**src/rtl/multicycle_controller.sv**
```systemverilog
// multicycle_controller -- multi-cycle main control FSM for the RV32I datapath.
//
// Each instruction is sequenced through FETCH/DECODE/EXEC/(MEM)/WB. Memory
// accesses use a req/ready handshake. The opcode is latched when FETCH
// completes. Datapath enables are decoded from the registered state and the
// latched opcode. The handshake-completion strobes (ir_load, pc_write, and the
// STORE retire pulse in MEM) are additionally qualified by mem_ready.
//
// Optional feature: define ILLEGAL_TRAP_EN to add a TRAP state and a `trap`
// output. With it, an illegal opcode or a memory timeout parks the FSM in TRAP
// until reset. Without it, illegal opcodes retire as NOPs and memory waits are
// unbounded.
//
// Ports:
//   clk, rst_n     clock (rising edge), asynchronous active-low reset
//   opcode[6:0]    instr[6:0] from memory, sampled when FETCH completes
//   mem_ready      memory completes the current request this cycle
//   mem_req/mem_we memory request / request is a store
//   ir_load, pc_write, branch, alu_src, mem_to_reg, reg_write  datapath enables
//   alu_op         00 add, 01 branch compare, 10 R funct, 11 I funct
//   busy           low only in IDLE (and TRAP)
//   instr_retired  one-cycle pulse when an instruction completes
//   trap           (ILLEGAL_TRAP_EN only) high while parked in TRAP
module multicycle_controller #(
    parameter int ALUOP_W     = 2,
    parameter int MEM_TIMEOUT = 16,
    parameter int CNT_W       = 5
) (
    input  logic               clk,
    input  logic               rst_n,
    input  logic [6:0]         opcode,
    input  logic               mem_ready,
    output logic               mem_req,
    output logic               mem_we,
    output logic               ir_load,
    output logic               pc_write,
    output logic               branch,
    output logic               alu_src,
    output logic               mem_to_reg,
    output logic               reg_write,
    output logic [ALUOP_W-1:0] alu_op,
    output logic               busy,
    output logic               instr_retired
`ifdef ILLEGAL_TRAP_EN
    ,
    output logic               trap
`endif
);

    // Reject configurations that the counter or alu_op cannot represent.
    if (ALUOP_W < 2) begin : g_bad_aluop
        $error("ALUOP_W must be >= 2");
    end
    if (MEM_TIMEOUT < 2 || MEM_TIMEOUT > (1 << CNT_W)) begin : g_bad_tmo
        $error("MEM_TIMEOUT must be >= 2 and fit in CNT_W bits");
    end

    typedef enum logic [2:0] {
        S_IDLE, S_FETCH, S_DECODE, S_EXEC, S_MEM, S_WB, S_TRAP
    } state_t;

    state_t     state, nxt;
    logic [6:0] opc_q;
    logic [1:0] op2;

    logic is_r, is_i, is_ld, is_st, is_sb, legal;
    assign is_r  = (opc_q == 7'b0110011);
    assign is_i  = (opc_q == 7'b0010011);
    assign is_ld = (opc_q == 7'b0000011);
    assign is_st = (opc_q == 7'b0100011);
    assign is_sb = (opc_q == 7'b1100011);
    assign legal = is_r | is_i | is_ld | is_st | is_sb;

    always_ff @(posedge clk or negedge rst_n) begin
        if (!rst_n) state <= S_IDLE;
        else        state <= nxt;
    end

    always_ff @(posedge clk or negedge rst_n) begin
        if (!rst_n)                             opc_q <= '0;
        else if (state == S_FETCH && mem_ready) opc_q <= opcode;
    end

`ifdef ILLEGAL_TRAP_EN
    // The wait counter only exists to detect timeouts. Without the trap
    // feature it would have no consumer.
    localparam logic [CNT_W-1:0] TMO_LAST = CNT_W'(MEM_TIMEOUT - 1);
    logic [CNT_W-1:0] cnt;
    logic             req_state, timeout;

    assign req_state = (state == S_FETCH) || (state == S_MEM);
    // The counter value is 0 in the first request cycle. Reaching
    // MEM_TIMEOUT-1 with no mem_ready is the timeout. mem_ready takes
    // priority over a timeout in the same cycle.
    assign timeout   = req_state && !mem_ready && (cnt == TMO_LAST);

    // FETCH/MEM are only entered from non-request states, or through a
    // completed handshake. Clearing outside those cycles therefore gives a
    // zero count on entry.
    always_ff @(posedge clk or negedge rst_n) begin
        if (!rst_n)                      cnt <= '0;
        else if (!req_state || mem_ready) cnt <= '0;
        else if (cnt != TMO_LAST)        cnt <= cnt + 1'b1;
    end
`endif

    always_comb begin
        nxt           = state;
        mem_req       = 1'b0;
        mem_we        = 1'b0;
        ir_load       = 1'b0;
        pc_write      = 1'b0;
        branch        = 1'b0;
        alu_src       = 1'b0;
        mem_to_reg    = 1'b0;
        reg_write     = 1'b0;
        op2           = 2'b00;
        busy          = 1'b0;
        instr_retired = 1'b0;
`ifdef ILLEGAL_TRAP_EN
        trap          = 1'b0;
`endif
        case (state)
            S_IDLE: nxt = S_FETCH;
            S_FETCH: begin
                busy    = 1'b1;
                mem_req = 1'b1;
                if (mem_ready) begin
                    ir_load  = 1'b1;
                    pc_write = 1'b1;
                    nxt      = S_DECODE;
                end
`ifdef ILLEGAL_TRAP_EN
                else if (timeout) nxt = S_TRAP;
`endif
            end
            S_DECODE: begin
                busy = 1'b1;
                if (legal) nxt = S_EXEC;
                else begin
`ifdef ILLEGAL_TRAP_EN
                    nxt = S_TRAP;
`else
                    instr_retired = 1'b1;   // illegal opcode retires as NOP
                    nxt           = S_FETCH;
`endif
                end
            end
            S_EXEC: begin
                busy = 1'b1;
                if (is_r) begin
                    op2 = 2'b10;
                    nxt = S_WB;
                end else if (is_i) begin
                    op2     = 2'b11;
                    alu_src = 1'b1;
                    nxt     = S_WB;
                end else if (is_ld || is_st) begin
                    op2     = 2'b00;
                    alu_src = 1'b1;
                    nxt     = S_MEM;
                end else begin                     // SB: only legal class left
                    op2           = 2'b01;
                    branch        = 1'b1;
                    instr_retired = 1'b1;
                    nxt           = S_FETCH;
                end
            end
            S_MEM: begin
                busy    = 1'b1;
                mem_req = 1'b1;
                mem_we  = is_st;
                if (mem_ready) begin
                    if (is_st) begin
                        instr_retired = 1'b1;
                        nxt           = S_FETCH;
                    end else begin
                        nxt = S_WB;
                    end
                end
`ifdef ILLEGAL_TRAP_EN
                else if (timeout) nxt = S_TRAP;
`endif
            end
            S_WB: begin
                busy          = 1'b1;
                reg_write     = 1'b1;
                mem_to_reg    = is_ld;
                instr_retired = 1'b1;
                nxt           = S_FETCH;
            end
`ifdef ILLEGAL_TRAP_EN
            S_TRAP: trap = 1'b1;                   // sticky until reset
`endif
            default: nxt = S_IDLE;
        endcase
    end

    assign alu_op = ALUOP_W'(op2);

endmodule

```
**config.mk**
```make
export PLATFORM = sky130hd
export DESIGN_NAME = multicycle_controller
export DESIGN_NICKNAME = d
export VERILOG_FILES = /design/src/rtl/multicycle_controller.sv
export SDC_FILE = /design/constraint.sdc
export NUM_CORES = 1
export LEC_CHECK = 0
export BUFFER_PORTS_ARGS = -buffer_cell sky130_fd_sc_hd__buf_2
export CORE_MARGIN = 4
export CORE_UTILIZATION = 31
export CTS_BUF_LIST = sky130_fd_sc_hd__clkbuf_2
export DETAILED_ROUTE_END_ITERATION = 16
export PLACE_DENSITY = 0.58
export SETUP_SLACK_MARGIN = 0.2
export SLEW_MARGIN = 20
export SYNTH_ARGS = -nofsm -noshare
export SYNTH_HDL_FRONTEND = slang
export SYNTH_SLANG_ARGS = --single-unit
```
**constraint.sdc**
```tcl
create_clock -name clk -period 1.85 [get_ports clk]
set_input_delay 0.4625 -clock clk [delete_from_list [all_inputs] [get_ports clk]]
set_output_delay 0.4625 -clock clk [all_outputs]
set_load 0.02 [all_outputs]
```
# Word-level counts from Yosys, hierarchy flattened
# Cells that the tools add are included.
# totals
reg_bits	10
in_bits	10
output_inout_bits	12
wordCells	56
# classes
n_eq_ne	12
muxes	31
bitwise	4
n_reduce_logical	7
# ops
operator	count
two-way mux 1 bit	19
two-way mux 3 bit	6
case mux 3 bit (5 select lines)	1
== test 7 x 6 -> 1 bit, second input constant	2
two-way mux 2 bit	4
== test 7 x 2 -> 1 bit, second input constant	1
== test 7 x 5 -> 1 bit, second input constant	1
== test 7 bit, second input constant	1
== test 3 x 2 -> 1 bit, second input constant	2
== test 3 bit, second input constant	2
OR reduction 5 bit	1
!= test 2 bit, second input constant	2
OR 1 bit	4
case mux 1 bit (4 select lines)	1
OR reduction 2 bit	2
== test 3 x 1 -> 1 bit, second input constant	1
logical NOT 3 bit	1
AND reduction 2 bit	1
logical AND 1 bit	1
logical OR 1 bit	1

# Longest topological paths before layout
# depth
ltp_word	7
mapped_depth	4
mapped_depth_nobuf	3

# Worst setup path after synthesis
# No wires, ideal clock.
# synth_timing
path_kind	reg-to-output
from	register state[2]
to	output port mem_to_reg
t_arrival_ns	1.413
required_time_ns	1.387
setup_slack_ns	-0.026
path_stages_with_launch	5
n_path_buf	1
cell_sequence	dfrtp_1 -> buf_2 -> nand2_1 -> nor2_1 -> nor4b_2
# synth_via
elab_chain_cells	2
# synth_lines
item	line	text
start: declaration	62	state_t state, nxt;
start signal: assignment	76	else state <= nxt;
== test 3 bit	123	case (state)
two-way mux 1 bit	123	
end: declaration	39	output logic mem_to_reg,
# Every way passes these cells.

# Worst setup path after layout
# layout_timing
from	register opc_q[2]
to	output port mem_to_reg
# layout_via
elab_chain_cells	2
# layout_lines
item	line	text
start: declaration	63	logic [6:0] opc_q;
start signal: assignment	81	else if (state == S_FETCH && mem_ready) opc_q <= opcode;
== test 7 x 2 -> 1 bit	69	assign is_ld = (opc_q == 7'b0000011);
two-way mux 1 bit	123	
# Every way passes these cells.

==> metrics.md <==
| Metric | Value |
|---|---|
| Drt drc | 0 |
| Sink Count | 10 |
| Clk slew on worst S/H paths | 0.10 ns |
| FP Rows | 15 |
| Total grt overflow | 0 |
| Initial core utilization | 0.342 |
| Synth area leader | dfrtp_1 |
| Post-synthesis cell area | 623 sq um |
| Crit start category | register |
| Design area | 1060 sq um |
| Proportion of layout cells with a drive suffix above 1 | 0.620 |
| Tot Pwr | 1.17 mW |
| Syn_area_per_cell | 9.89 sq um |
| Final Critical Period | 1.98 ns |
| I/O pin cnt | 22 |
| WL/cell | 13.4 um |
| Reg2reg path depth | 7 |
| RSZ-0062 raised after global routing | true |
| Pint | 0.705 mW |
| DRT Pass-1 Iters | 4 |
| Fin Setup TNS | -0.455 ns |
| Die width | 52.8 um |
| GRT Overall Usage | 0.134 |
| Root buf cell | clkbuf_2 |
| Clk_lat worst skew | 0.24 ns |
| Reg2Reg Capture Point | opc_q[1] |
| VDD IR-drop max | 567 uV |
| Combinational power share | 0.567 |
| Net count, final | 111 |
| H-tree depth | 1 |
| Crit path arrival time | 1.52 ns |
| Most common cell in the netlist | dfrtp_1 |
| CP Capture Type | output pin |
| Sw Pwr | 0.460 mW |
| Worst-Margin Slew | 0.284 ns |
| Worst Setup SP | opc_q[2] |
| Gate Count Post-Synth | 63 |
| Place WS | 0.0405 ns |
| Placed Cells | 109 |
| Warning count from the yosys run | 0 |
| Iteration-0 DRC Markers | 6 |
| Post-synth ARST share | 1.00 |
| Flop pwr share | 0.333 |
| Flop-to-flop setup slack | 0.14 ns |
| Ys flop type | dfrtp_1 |
| Clk_skew | 0.0134 ns |
| Worst Hold Class | primary input to asynchronous set/reset pin |
| DR vias | 607 |
| Largest net degree at the start of global routing | 11 |
| Final Setup Violations | 6 |
| Number of max-cap violations | 0 |
| PD cells | 1100 nW/um^2 |
| WP data required | 1.39 ns |
| Core area | 1820 sq um |
| Crit path kind | register to output pin |
| GP Congestion | 0.762 |
| Synth top area cells | dfrtp_1, mux2_1, mux2_2 |
| Final hold violations | 0 |
| Clock power share | 0.100 |
| Static Leak | 0.473 nW |
| Switching Share | 0.395 |
| Antenna violations before repair | 0 |
| Detailed placer's ending HPWL | 1070 um |
| Cell Chain, Critical Path | and4bb_4 > nand2_4 > nor4b_4 > buf_4 |
| Capture point of the worst path | mem_to_reg |
| Post-DP Area | 800 sq um |
| Syn Nets | 73 |
| Final Worst Setup Slack | -0.129 ns |
| Final Cycle Share | 1.07 |
| First-pass GRT wire length | 2760 um |
| Max Root-Sink Buffers | 2 |
| Number of synthesized register bits | 10 |
| Number of synthesized flops with an enable pin | 0 |
| CP max stage cell | and4bb_4 |
| Slowest cell delay on critical path | 0.40 ns |
| Status | finished, violations left |
| Overall die height | 52.8 um |
| Number of port buffers | 21 |
| Relative slew slack | 0.811 |
| P&R area growth vs syn | 70.3% |
| Share of the synthesized area in the top cell type | 0.402 |
| Vias in the first global route | 615 |
| Final Slew Violations | 0 |
| Post-synth top cells | dfrtp_1, nand2_1, a21oi_1, inv_1 |
| Antenna-violating nets left | 0 |
| Sequential-to-total area share from yosys stat | 0.402 |
| Vias per cell | 4.86 |
| Post-synthesis cell type count | 31 |
| Failing checks | negative setup slack |
| Max Fclk | 505 MHz |
| CTS tree | built |
| Aggregate routed wire length | 1670 um |
| Final Instance Count excl. Fillers | 125 |
| R2R Path Start | state[0] |
| Total CTS buffers | 3 |
| CTS Hold Bufs | 0 |
| Ant diodes | 0 |
| Critical Path Fanout Max | 6 |
| Die area | 2790 sq um |
## power groups by stage
stage	Combinational, mW	Sequential [mW]	Clock (mW)
after floorplan	0.331	0.359	0
after global placement	0.421	0.388	0
after detailed placement	0.428	0.388	0
after CTS	0.581	0.384	0.121
after global routing	0.717	0.400	0.131
final	0.661	0.388	0.116
## area by class of cell
class,count,area [sq um]
fill,163,759
multi-input combinational,44,408
timing repair buffer,38,333
sequential,10,255
tap,25,31.3
clock buffer,3,15.0
inverter,4,15.0
clock inverter,1,3.75
## critical path, delay by kind of cell (launching register included)
kind	cells	cell delay, ns
flip-flops	1	0.38
AND/OR/NAND/NOR	3	0.73
buffers and inverters	1	0.18
## layout by cell type, fill, tap and decap left out, drive strengths merged
| master | Yosys | final |
|---|---|---|
| nor4b | 1 | 1 |
| clkbuf | 0 | 3 |
| or2 | 1 | 1 |
| nand2 | 6 | 6 |
| buf | 5 | 38 |
| o21ai | 2 | 2 |
| nor3b | 3 | 3 |
| o31a | 1 | 1 |
| and4bb | 2 | 2 |
| o22ai | 1 | 1 |
| a211oi | 3 | 3 |
| nand4 | 1 | 1 |
| nor3 | 2 | 2 |
| nor2 | 3 | 3 |
| a31o | 1 | 1 |
| nand2b | 2 | 2 |
| o2bb2ai | 1 | 1 |
| o211ai | 1 | 1 |
| a31oi | 1 | 1 |
| inv | 4 | 4 |
| nor2b | 1 | 1 |
| mux2 | 5 | 5 |
| xnor2 | 1 | 1 |
| dfrtp | 10 | 10 |
| and4 | 1 | 1 |
| clkinv | 0 | 1 |
| a21oi | 4 | 4 |
## stage by stage
step / util / hold WS [ns]
6_report: 0.583 / 0.0516
5_1_grt: 0.583 / 0.0468
4_1_cts: 0.542 / 0.0451
3_5_place_dp: 0.439 / 0.329
3_3_place_gp: 0.439 / 0.330
2_1_floorplan: - / 0.167
## routing by layer
layer	vias to the layer above	GRT usage	part of all wire
li1	301	-	-
met1	292	0.177	0.44
met2	14	0.223	0.52
met3	0	0.0285	0.046
met4	0	0.0255	0
met5	-	0	0
## worst min path at each step
stage	start	to
2_1_floorplan	rst_n	opc_q[0]
3_3_place_gp	rst_n	opc_q[5]
3_5_place_dp	rst_n	opc_q[5]
4_1_cts	rst_n	opc_q[3]
5_1_grt	rst_n	opc_q[3]
6_report	rst_n	opc_q[3]
## cells by family after synthesis
logic type / Yosys count / synth area share
DFF: 10 / 0.402
xor gates and xnor gates: 1 / 0.0141
muxes: 5 / 0.0904
buffers and inverters: 9 / 0.0823
and+or+nand+nor: 23 / 0.245
AOI/OAI and AO/OA: 15 / 0.167
## sequential cells by signal, indices dropped and copies added, names as in the netlist
name and flops:
opc_q 7, state 3
## what timing repair did
item                                    CTS  global route
endpoints found under the setup margin   12            17
gates resized for setup                  29            13
setup buffers                             8             4
pin swaps                                 6             2
(Power assumes the default switching activity.)
